[src/rtl/ulpb_pkg.sv]
// Shared definitions for the ulpb layer driver: default widths and the TX FSM state set.
package ulpb_pkg;

    localparam int unsigned ULPB_ADDR_WIDTH = 8;
    localparam int unsigned ULPB_DATA_WIDTH = 32;
    localparam int unsigned ULPB_LEN_WIDTH  = 6;
    localparam int unsigned ULPB_CNT_WIDTH  = 16;

    typedef enum logic [2:0] {
        IDLE,
        ISSUE,
        WAIT_ACK,
        WAIT_LOW,
        WAIT_RESP,
        RESP
    } ulpb_state_e;

endpackage

[src/rtl/ulpb_rx_sink.sv]
// RX side of a layer agent: auto-acks received words (with stall) and keeps
// a saturating word count, a rotate-xor signature and the last address.
module ulpb_rx_sink
    import ulpb_pkg::*;
#(
    parameter int unsigned ADDR_WIDTH = ULPB_ADDR_WIDTH,
    parameter int unsigned DATA_WIDTH = ULPB_DATA_WIDTH,
    parameter int unsigned CNT_WIDTH  = ULPB_CNT_WIDTH
) (
    input  logic                  clk,
    input  logic                  rst_n,
    input  logic [ADDR_WIDTH-1:0] rx_addr,
    input  logic [DATA_WIDTH-1:0] rx_data,
    input  logic                  rx_req,
    output logic                  rx_ack,
    input  logic                  rx_stall,
    input  logic                  rx_clr,
    output logic [CNT_WIDTH-1:0]  rx_words,
    output logic [DATA_WIDTH-1:0] rx_sig,
    output logic [ADDR_WIDTH-1:0] rx_last_addr
);

    logic accept;

    // Stall only gates new acks; an ack already high is released by the requester alone.
    assign accept = rx_req & ~rx_ack & ~rx_stall;

    always_ff @(posedge clk or negedge rst_n) begin
        if (!rst_n) begin
            rx_ack       <= 1'b0;
            rx_words     <= '0;
            rx_sig       <= '0;
            rx_last_addr <= '0;
        end else begin
            if (accept) begin
                rx_ack <= 1'b1;
            end else if (!rx_req && rx_ack) begin
                rx_ack <= 1'b0;
            end

            if (rx_clr) begin
                rx_words     <= '0;
                rx_sig       <= '0;
                rx_last_addr <= '0;
            end else if (accept) begin
                if (rx_words != '1) begin
                    rx_words <= rx_words + CNT_WIDTH'(1);
                end
                rx_sig       <= {rx_sig[DATA_WIDTH-2:0], rx_sig[DATA_WIDTH-1]} ^ rx_data;
                rx_last_addr <= rx_addr;
            end
        end
    end

endmodule

[src/rtl/ulpb_layer_driver.sv]
// Layer-side agent for one ulpb node: expands a command into a multi-word
// four-phase TX transaction and hosts an auto-acking RX sink.
module ulpb_layer_driver
    import ulpb_pkg::*;
#(
    parameter int unsigned ADDR_WIDTH = ULPB_ADDR_WIDTH,
    parameter int unsigned DATA_WIDTH = ULPB_DATA_WIDTH,
    parameter int unsigned LEN_WIDTH  = ULPB_LEN_WIDTH,
    parameter int unsigned CNT_WIDTH  = ULPB_CNT_WIDTH
) (
    input  logic                  CLK,
    input  logic                  RESET,
    input  logic                  CMD_VALID,
    output logic                  CMD_READY,
    input  logic                  CMD_UNDERFLOW,
    input  logic [ADDR_WIDTH-1:0] CMD_DEST,
    input  logic [LEN_WIDTH-1:0]  CMD_LEN,
    input  logic [DATA_WIDTH-1:0] CMD_SEED,
    output logic                  DONE,
    output logic                  RESULT,
    output logic [LEN_WIDTH:0]    WORDS_SENT,
    output logic [ADDR_WIDTH-1:0] TX_ADDR,
    output logic [DATA_WIDTH-1:0] TX_DATA,
    output logic                  TX_REQ,
    input  logic                  TX_ACK,
    output logic                  TX_PEND,
    input  logic                  TX_SUCC,
    input  logic                  TX_FAIL,
    output logic                  TX_RESP_ACK,
    input  logic [ADDR_WIDTH-1:0] RX_ADDR,
    input  logic [DATA_WIDTH-1:0] RX_DATA,
    input  logic                  RX_REQ,
    output logic                  RX_ACK,
    input  logic                  RX_PEND,
    input  logic                  RX_STALL,
    input  logic                  RX_CLR,
    output logic [CNT_WIDTH-1:0]  RX_WORDS,
    output logic [DATA_WIDTH-1:0] RX_SIG,
    output logic [ADDR_WIDTH-1:0] RX_LAST_ADDR
);

    ulpb_state_e           state, state_n;
    logic [ADDR_WIDTH-1:0] cmd_dest, cmd_dest_n;
    logic [DATA_WIDTH-1:0] cmd_seed, cmd_seed_n;
    logic [LEN_WIDTH-1:0]  cmd_len, cmd_len_n;
    logic                  cmd_underflow, cmd_underflow_n;
    logic [LEN_WIDTH-1:0]  word_idx, word_idx_n;
    logic [LEN_WIDTH:0]    words_sent_n;
    logic [ADDR_WIDTH-1:0] tx_addr_n;
    logic [DATA_WIDTH-1:0] tx_data_n;
    logic                  tx_req_n, tx_pend_n, tx_resp_ack_n;
    logic                  done_n, result_n;
    logic                  resp_in, in_tx;
    logic                  unused_rx_pend;

    assign unused_rx_pend = RX_PEND;
    assign CMD_READY      = (state == IDLE);
    assign resp_in        = TX_SUCC | TX_FAIL;
    assign in_tx          = state inside {ISSUE, WAIT_ACK, WAIT_LOW, WAIT_RESP};

    always_ff @(posedge CLK or negedge RESET) begin
        if (!RESET) begin
            state         <= IDLE;
            cmd_dest      <= '0;
            cmd_seed      <= '0;
            cmd_len       <= '0;
            cmd_underflow <= 1'b0;
            word_idx      <= '0;
            WORDS_SENT    <= '0;
            TX_ADDR       <= '0;
            TX_DATA       <= '0;
            TX_REQ        <= 1'b0;
            TX_PEND       <= 1'b0;
            TX_RESP_ACK   <= 1'b0;
            DONE          <= 1'b0;
            RESULT        <= 1'b0;
        end else begin
            state         <= state_n;
            cmd_dest      <= cmd_dest_n;
            cmd_seed      <= cmd_seed_n;
            cmd_len       <= cmd_len_n;
            cmd_underflow <= cmd_underflow_n;
            word_idx      <= word_idx_n;
            WORDS_SENT    <= words_sent_n;
            TX_ADDR       <= tx_addr_n;
            TX_DATA       <= tx_data_n;
            TX_REQ        <= tx_req_n;
            TX_PEND       <= tx_pend_n;
            TX_RESP_ACK   <= tx_resp_ack_n;
            DONE          <= done_n;
            RESULT        <= result_n;
        end
    end

    always_comb begin
        state_n         = state;
        cmd_dest_n      = cmd_dest;
        cmd_seed_n      = cmd_seed;
        cmd_len_n       = cmd_len;
        cmd_underflow_n = cmd_underflow;
        word_idx_n      = word_idx;
        words_sent_n    = WORDS_SENT;
        tx_addr_n       = TX_ADDR;
        tx_data_n       = TX_DATA;
        tx_req_n        = TX_REQ;
        tx_pend_n       = TX_PEND;
        tx_resp_ack_n   = TX_RESP_ACK;
        done_n          = 1'b0;
        result_n        = RESULT;

        unique case (state)
            IDLE: begin
                if (CMD_VALID) begin
                    cmd_dest_n      = CMD_DEST;
                    cmd_seed_n      = CMD_SEED;
                    cmd_len_n       = CMD_LEN;
                    cmd_underflow_n = CMD_UNDERFLOW;
                    word_idx_n      = '0;
                    words_sent_n    = '0;
                    state_n         = ISSUE;
                end
            end
            ISSUE: begin
                // Holding off while ACK is still high keeps REQ from rising into a stale ack.
                if (!TX_ACK) begin
                    tx_addr_n = cmd_dest;
                    tx_data_n = cmd_seed + DATA_WIDTH'(word_idx);
                    tx_pend_n = cmd_underflow | (word_idx < cmd_len);
                    tx_req_n  = 1'b1;
                    state_n   = WAIT_ACK;
                end
            end
            WAIT_ACK: begin
                if (TX_ACK) begin
                    tx_req_n     = 1'b0;
                    words_sent_n = WORDS_SENT + (LEN_WIDTH + 1)'(1);
                    if (word_idx < cmd_len) begin
                        word_idx_n = word_idx + LEN_WIDTH'(1);
                        state_n    = WAIT_LOW;
                    end else begin
                        state_n = WAIT_RESP;
                    end
                end
            end
            WAIT_LOW: begin
                if (!TX_ACK) begin
                    state_n = ISSUE;
                end
            end
            WAIT_RESP: begin
            end
            RESP: begin
                if (!resp_in) begin
                    tx_resp_ack_n = 1'b0;
                    done_n        = 1'b1;
                    state_n       = IDLE;
                end
            end
            default: state_n = IDLE;
        endcase

        // A node response overrides any TX state; a word acked in the same cycle stays counted.
        if (in_tx && resp_in) begin
            tx_req_n      = 1'b0;
            result_n      = TX_SUCC;
            tx_resp_ack_n = 1'b1;
            state_n       = RESP;
        end
    end

    ulpb_rx_sink #(
        .ADDR_WIDTH (ADDR_WIDTH),
        .DATA_WIDTH (DATA_WIDTH),
        .CNT_WIDTH  (CNT_WIDTH)
    ) u_rx_sink (
        .clk          (CLK),
        .rst_n        (RESET),
        .rx_addr      (RX_ADDR),
        .rx_data      (RX_DATA),
        .rx_req       (RX_REQ),
        .rx_ack       (RX_ACK),
        .rx_stall     (RX_STALL),
        .rx_clr       (RX_CLR),
        .rx_words     (RX_WORDS),
        .rx_sig       (RX_SIG),
        .rx_last_addr (RX_LAST_ADDR)
    );

endmodule

[config.mk]
export PLATFORM = sky130hd
export DESIGN_NAME = ulpb_layer_driver
export DESIGN_NICKNAME = d
export VERILOG_FILES = /design/src/rtl/ulpb_pkg.sv /design/src/rtl/ulpb_rx_sink.sv /design/src/rtl/ulpb_layer_driver.sv
export SDC_FILE = /design/constraint.sdc
export NUM_CORES = 1
export LEC_CHECK = 0
export BUFFER_PORTS_ARGS = -buffer_cell sky130_fd_sc_hd__buf_2
export CAP_MARGIN = 20
export CELL_PAD_IN_SITES_DETAIL_PLACEMENT = 0
export CELL_PAD_IN_SITES_GLOBAL_PLACEMENT = 1
export CORE_ASPECT_RATIO = 2
export CORE_MARGIN = 8
export CORE_UTILIZATION = 40
export DETAILED_ROUTE_END_ITERATION = 10
export MAX_ROUTING_LAYER = met4
export PLACE_DENSITY_LB_ADDON = 0.1
export SYNTH_ARGS = -nofsm -noshare
export SYNTH_HDL_FRONTEND = slang
export SYNTH_SLANG_ARGS = --single-unit
[constraint.sdc]
create_clock -name CLK -period 2.7 [get_ports CLK]
set_clock_uncertainty 0.15 [all_clocks]
set_input_delay 0 -clock CLK [delete_from_list [all_inputs] [get_ports CLK]]
set_output_delay 0 -clock CLK [all_outputs]
set_load 0.01 [all_outputs]
==> implementation parameters, run 1 <==
Parameter                              Value

Run status
  Status ... completed

Synth
  Area contributors post-synth ... sky130_fd_sc_hd__dfrtp_1 51%, sky130_fd_sc_hd__nand2_1 11%, sky130_fd_sc_hd__xnor2_1 4.8%, sky130_fd_sc_hd__nor2_1 3.3%, sky130_fd_sc_hd__a211oi_1 3.1%
  #FFs+latches synth ... 165
  Top FF cell, synth ... sky130_fd_sc_hd__dfrtp_1
  EDFF count, synth ... 0
  Cell taking the most area after synthesis ... sky130_fd_sc_hd__dfrtp_1
  Cell count after synthesis ... 876
  Synth Area per Inst ... 9.258 um^2
  Async S/R FF share, synth ... 1.000
  Net Count, Synth ... 988
  Top cell types by occurrence after synthesis ... 228 x sky130_fd_sc_hd__nand2_1, 165 x sky130_fd_sc_hd__dfrtp_1, 71 x sky130_fd_sc_hd__nor2_1
  Mapped Area ... 8110 um^2
  Warnings from Yosys ... 0
  Area share of the leading cell type in the synthesized netlist ... 0.5091
  Sequential-to-total area share from yosys stat ... 0.5091
  Most numerous cell in the Yosys netlist ... sky130_fd_sc_hd__nand2_1
  Yosys cell types ... 62

Placed design
  RD Place Congestion ... 0.8303
  Number of port buffers ... 205
  Setup WS pre-CTS ... 0.2548 ns
  Cells after DPL ... 1,320
  Instance area after placement ... 9518 um^2
  Post-detail-place hpwl ... 17.93 mm

Floorplan
  Number of primary I/O pins ... 207
  Die extent in x ... 116.7 um
  Cell row count ... 73
  Vertical die dimension ... 217.4 um
  Die area ... 25,360 um^2
  Starting density of the core ... 0.4073
  Core Region ... 19,910 um^2

Clock tree
  Clk Latency, worst-skew pair ... 0.43 ns
  Buffers from clock root to sink, at most ... 2
  Gates resized, CTS repair ... 0
  TritonCTS buffer count ... 17
  CTS tree ... yes
  Cts-stage hold buffer count ... 135
  Clock Sink Count ... 165
  Post-CTS Setup Inserts ... 0
  CTS HTree Levels ... 4
  CTS clk-pin slew, worst paths ... 0.06 ns
  Cell at the root of the clock tree ... sky130_fd_sc_hd__clkbuf_16

Timing
  Fraction of the cycle the final worst path needs ... 0.9054
  Time the worst path needs with I/O delays and setup ... 2.445 ns
  Slew margin rel. ... 0.5673
  Sum Neg Setup Slack ... 0 ns
  Highest attainable clock frequency ... 409.1 MHz
  Final Hold Vio Count ... 0
  RSZ-0062 raised after global routing ... false
  Setup violators final ... 0
  Setup slack after layout ... 0.2554 ns
  Measured slew at the worst slew-check pin ... 0.6490 ns
  Pins over their slew limit ... 0

GRT
  Vias in the first global route ... 7,779
  Total routing usage reported by global routing ... 0.2097
  Pin count of the biggest net entering global routing ... 106
  GRT overflow ... 0
  First-pass GRT wire length ... 39.97 mm
  Antenna violations before repair ... 0

Power
  Switching power total ... 3049 uW
  Switching part of the total ... 0.3371
  Static Leakage ... 0.005634 uW
  Combinational Power Share ... 0.287
  Maximum resistive drop on vdd ... 410.9 uV
  PwrDens ... 783.4 nW/um^2
  Relative contribution of sequential cells to total power ... 0.412
  Internal power component ... 5995 uW
  Tot Pwr ... 9044 uW
  Relative contribution of the clock network to total power ... 0.301

Final layout
  Non-Filler Instances ... 1,487
  Total of fill cells in the finished design ... 1,858
  Cell area after layout ... 11,540 um^2
  Nets ... 1,324
  Ratio of cells with drive above 1 in the final layout ... 0.2302
  Synth-to-Final Area Change ... 42.35%
  Count of inserted antenna diode cells ... 0

Critical path
  Worst flop-to-flop path startpoint ... word_idx[0]
  Critical Path Max Stage Delay ... 0.44 ns
  CP max FO ... 13
  Number of cell instances on the worst register-to-register path ... 8
  Critical register-to-register path endpoint ... TX_DATA[16]
  Worst path arrival time ... 2.59 ns
  Cell with the largest stage delay on the worst path ... sky130_fd_sc_hd__dfrtp_1
  Crit Path Category ... reg2reg
  FF-to-FF setup slack ... 0.26 ns
  Critical path data required time ... 2.85 ns
  CP Cell Sequence ... ha_1 -> fa_1 -> a21o_1 -> a221oi_2 -> buf_4 -> nand4b_1 -> xor2_1 -> o21ai_0
  Worst Setup SP ... word_idx[0]
  Critical path endpoint category ... register
  Startpoint type of the worst setup path ... register

Routing
  Total iterations of the first detailed-routing run ... 6
  DRC violations left ... 0
  Routed vias ... 7,450
  WL final ... 25.16 mm
  Via/cell ratio ... 5.010
  Final ANT Viol Nets ... 0
  Routed length per instance ... 16.92 um
  Number of DRC markers in iteration 0 ... 372

Run
  Number of maximum-capacitance violations ... 0

Hold path
  Path class of the lowest-slack min-delay path ... in2reg
  Worst Hold Path EP ... u_rx_sink.rx_words[11]
  Number of cells on the worst hold path ... 5
  Worst Hold Launch ... RX_REQ
==> power groups by stage <==
stage / clock (uW) / combinational [uW] / sequential, uW
finish: 2720 / 2600 / 3730
global route: 2880 / 2930 / 3830
CTS: 2790 / 2640 / 3740
floorplan: 0 / 1330 / 3780
detailed placement: 0 / 2460 / 3780
global placement: 0 / 2430 / 3750
==> cells by family (layout without fill, tap and decap cells) <==
group,Yosys count,after routing,synth area share
muxes,12,12,0.01496
buffers and inverters,61,410,0.02993
xor gates and xnor gates,63,63,0.06803
DFF,165,165,0.5091
and+or+nand+nor,400,400,0.2232
adders and majority gates,16,16,0.02530
AOI/OAI and AO/OA,159,159,0.1294
==> how the worst max path moves through the flow <==
stage                     depth (start not counted)  slack [ns]           to
after floorplan                                   8        0.27  TX_DATA[16]
after global placement                            8        0.30  TX_DATA[16]
after detailed placement                          8        0.25  TX_DATA[16]
after CTS                                         8        0.24  TX_DATA[16]
after global routing                              8        0.11  TX_DATA[16]
final                                             8        0.26  TX_DATA[16]
==> critical path, delay by kind of cell (launching register included) <==
family,cells,cell delay (ns)
flip-flops,1,0.44
adder cells (fa/ha/maj),2,0.66
buffers and inverters,1,0.25
XOR/XNOR,1,0.15
AND/OR/NAND/NOR,1,0.15
AO/OA/AOI/OAI,3,0.53
==> routing by layer <==
layer,track usage,up-vias,routed length (um)
met4,0.08036,0,690
met2,0.3893,168,14190
li1,-,3675,-
met3,0.03745,33,1146
met1,0.2080,3574,9138
met5,-,-,0
==> state kept, by name, summed over array words and instances, names as in the netlist <==
register,count
cmd_seed,32
TX_RESP_ACK,1
TX_DATA,32
cmd_len,6
u_rx_sink.rx_last_addr,8
TX_ADDR,8
state,3
cmd_underflow,1
u_rx_sink.rx_words,16
cmd_dest,8
DONE,1
u_rx_sink.rx_ack,1
WORDS_SENT,7
TX_REQ,1
u_rx_sink.rx_sig,32
word_idx,6
RESULT,1
TX_PEND,1
==> cell type report <==
| class | count | area [um^2] | area share |
|---|---|---|---|
| flip-flops and latches | 165 | 4129 | 0.3576 |
| multi-input cells | 650 | 3755 | 0.3252 |
| repair buffers | 365 | 2619 | 0.2268 |
| clock buffers | 20 | 466.7 | 0.04042 |
| well taps | 262 | 327.8 | 0.02839 |
| clock inverters | 12 | 198.9 | 0.01723 |
| inverters | 13 | 48.80 | 0.004227 |
==> through the flow <==
stage          hold slack, ns    util
6_report               0.1062  0.5798
5_1_grt                0.1327  0.5798
4_1_cts               0.08488  0.5798
3_5_place_dp          -0.2459  0.4780
3_3_place_gp          -0.2435  0.4780
2_1_floorplan         -0.4456       -
==> cell usage in the layout, fill, tap and decap left out, drive strengths merged, types with 12 or more instances in the layout <==
cell type,n
buf,231
nand2,228
dfrtp,165
dlygate4sd3,134
nor2,71
o21ai,48
xnor2,44
a211oi,35
a21oi,29
clkbuf,20
xor2,19
nand3,19
ha,14
inv,14
nand4,12
Power figures use the tool's default switching activity.
==> inputs of run 2 (changes only) <==
CORE_ASPECT_RATIO = 0.75   (was 2)
==> implementation parameters, run 2 (synthesized netlist as in run 1, its figures left out) <==
Parameter                              Value

Run status
  Status ... completed

Floorplan
  Die area ... 25,140 um^2
  Starting density of the core ... 0.4046
  Core Region ... 20,040 um^2
  Die extent in x ... 180.4 um
  Vertical die dimension ... 139.3 um
  Cell row count ... 45
  Number of primary I/O pins ... 207

Critical path
  Worst path arrival time ... 2.68 ns
  Critical Path Max Stage Delay ... 0.57 ns
  Startpoint type of the worst setup path ... register
  Number of cell instances on the worst register-to-register path ... 7
  Cell with the largest stage delay on the worst path ... sky130_fd_sc_hd__dlygate4sd3_1
  Critical path data required time ... 2.91 ns
  CP max FO ... 7
  Crit Path Category ... reg2reg
  Critical path endpoint category ... register
  CP Cell Sequence ... buf_4 -> ha_1 -> a2111oi_2 -> o21a_1 -> nor2_1 -> a311oi_1 -> dlygate4sd3_1

Timing
  Final Hold Vio Count ... 0
  Measured slew at the worst slew-check pin ... 0.7557 ns
  Time the worst path needs with I/O delays and setup ... 2.475 ns
  Fraction of the cycle the final worst path needs ... 0.9168
  Setup violators final ... 0
  Sum Neg Setup Slack ... 0 ns
  Slew margin rel. ... 0.4924
  Worst hold margin ... 0.1251 ns
  Highest attainable clock frequency ... 404.0 MHz
  Pins over their slew limit ... 0
  RSZ-0062 raised after global routing ... false

Clock tree
  Buffers from clock root to sink, at most ... 2
  TritonCTS buffer count ... 17
  CTS tree ... yes
  CTS clk-pin slew, worst paths ... 0.07 ns
  CTS HTree Levels ... 4
  Clk Latency, worst-skew pair ... 0.42 ns
  Cell at the root of the clock tree ... sky130_fd_sc_hd__clkbuf_16
  Clock Sink Count ... 165

Routing
  DRC violations left ... 0
  Final ANT Viol Nets ... 0
  Via/cell ratio ... 4.956
  Number of DRC markers in iteration 0 ... 579
  Routed length per instance ... 16.28 um
  Routed vias ... 7,157
  WL final ... 23.50 mm
  Total iterations of the first detailed-routing run ... 6

Final layout
  Ratio of cells with drive above 1 in the final layout ... 0.2369
  Most common cell after layout, fill and taps aside ... sky130_fd_sc_hd__nand2_1
  Count of inserted antenna diode cells ... 0
  Largest registers ... TX_DATA (32), cmd_seed (32), u_rx_sink.rx_sig (32)
  Final core area utilization ... 0.5555
  Most used cells in the layout excluding fill and tap cells ... 227 x sky130_fd_sc_hd__nand2_1, 204 x sky130_fd_sc_hd__buf_2, 165 x sky130_fd_sc_hd__dfrtp_1
  Synth-to-Final Area Change ... 37.29%
  Nets ... 1,285

GRT
  Antenna violations before repair ... 0
  First-pass GRT wire length ... 38.76 mm
  Pin count of the biggest net entering global routing ... 79
  Total routing usage reported by global routing ... 0.1918
  Vias in the first global route ... 7,037
  GRT overflow ... 0

Placed design
  Number of port buffers ... 205
  Post-detail-place hpwl ... 16.28 mm
  RD Place Congestion ... 0.7877

Power
  Maximum resistive drop on vdd ... 440.7 uV
  Static Leakage ... 0.005382 uW
  PwrDens ... 789.4 nW/um^2

Hold path
  Number of cells on the worst hold path ... 5
  Path class of the lowest-slack min-delay path ... in2reg

Run
  Number of maximum-capacitance violations ... 0
## run 2: cell types whose count changed in the layout (fill, tap and decap cells not counted), moves of 2 or more
cell and change:
sky130_fd_sc_hd__buf_4 -4, sky130_fd_sc_hd__bufinv_16 -2, sky130_fd_sc_hd__clkbuf_8 -3, sky130_fd_sc_hd__dlygate4sd3_1 -36
sky130_fd_sc_hd__inv_6 +5
## run 2: path summary, 6_finish.rpt
kind	to	slack (ns)	start
worst max register to register	state[1]	0.22	word_idx[2]
worst min register to register	TX_DATA[26]	0.31	TX_DATA[26]
worst max-delay path	state[1]	0.22	word_idx[2]
worst min-delay path	u_rx_sink.rx_last_addr[2]	0.13	RX_REQ
min in group asynchronous	TX_ADDR[4]	0.42	RESET
max in group asynchronous	u_rx_sink.rx_last_addr[0]	1.30	RESET
## run 2: routing by layer
layer,GRT usage,up-vias,part of all wire
met5,-,-,0
met4,0.04210,0,0.0088
met3,0.04057,13,0.050
met2,0.2796,188,0.44
met1,0.2705,3348,0.50
li1,-,3608,-
## run 2: critical path: cells and delay by family, from the launching register on
kind	cells	cell delay (ns)
compound gates	3	0.86
fa+ha+maj	1	0.18
buf+inv	2	0.74
flops	1	0.40
simple gates	1	0.08
## run 2: area by class of cell
class                           instances  area (um^2)
Sequential cell                       165         4129
Timing Repair Buffer                  326         2256
Clock buffer                           17        425.4
Fill cell                            1836         8910
Clock inverter                         15        188.9
Multi-Input combinational cell        650         3764
Inverter                               13        48.80
Tap cell                              258        322.8
## run 2: per-stage QoR
stage	setup slack, ns	power [uW]	cell area, um^2	cells
final	0.2247	8789	11130	1444
after global routing	0.1002	9402	11130	1444
after CTS	0.08732	8931	11130	1444
after detailed placement	0.3183	6194	9505	1313
after global placement	0.3500	6166	9505	1313
after floorplan	0.2709	5112	8110	876
## run 2: repair_timing
item                                    in CTS  in global routing
resized for setup                            0                  2
hold endpoints to repair                   273                  0
buffers inserted                             0                  0
hold buffers                                99                  0
endpoints found under the setup margin       0                  1
## run 2: power breakdown
part | total [uW] | internal [uW] | switching (uW)
logic | 2510 | 1090 | 1430
registers | 3740 | 3160 | 584
clock network | 2540 | 1480 | 1060
total | 8790 | 5720 | 3070
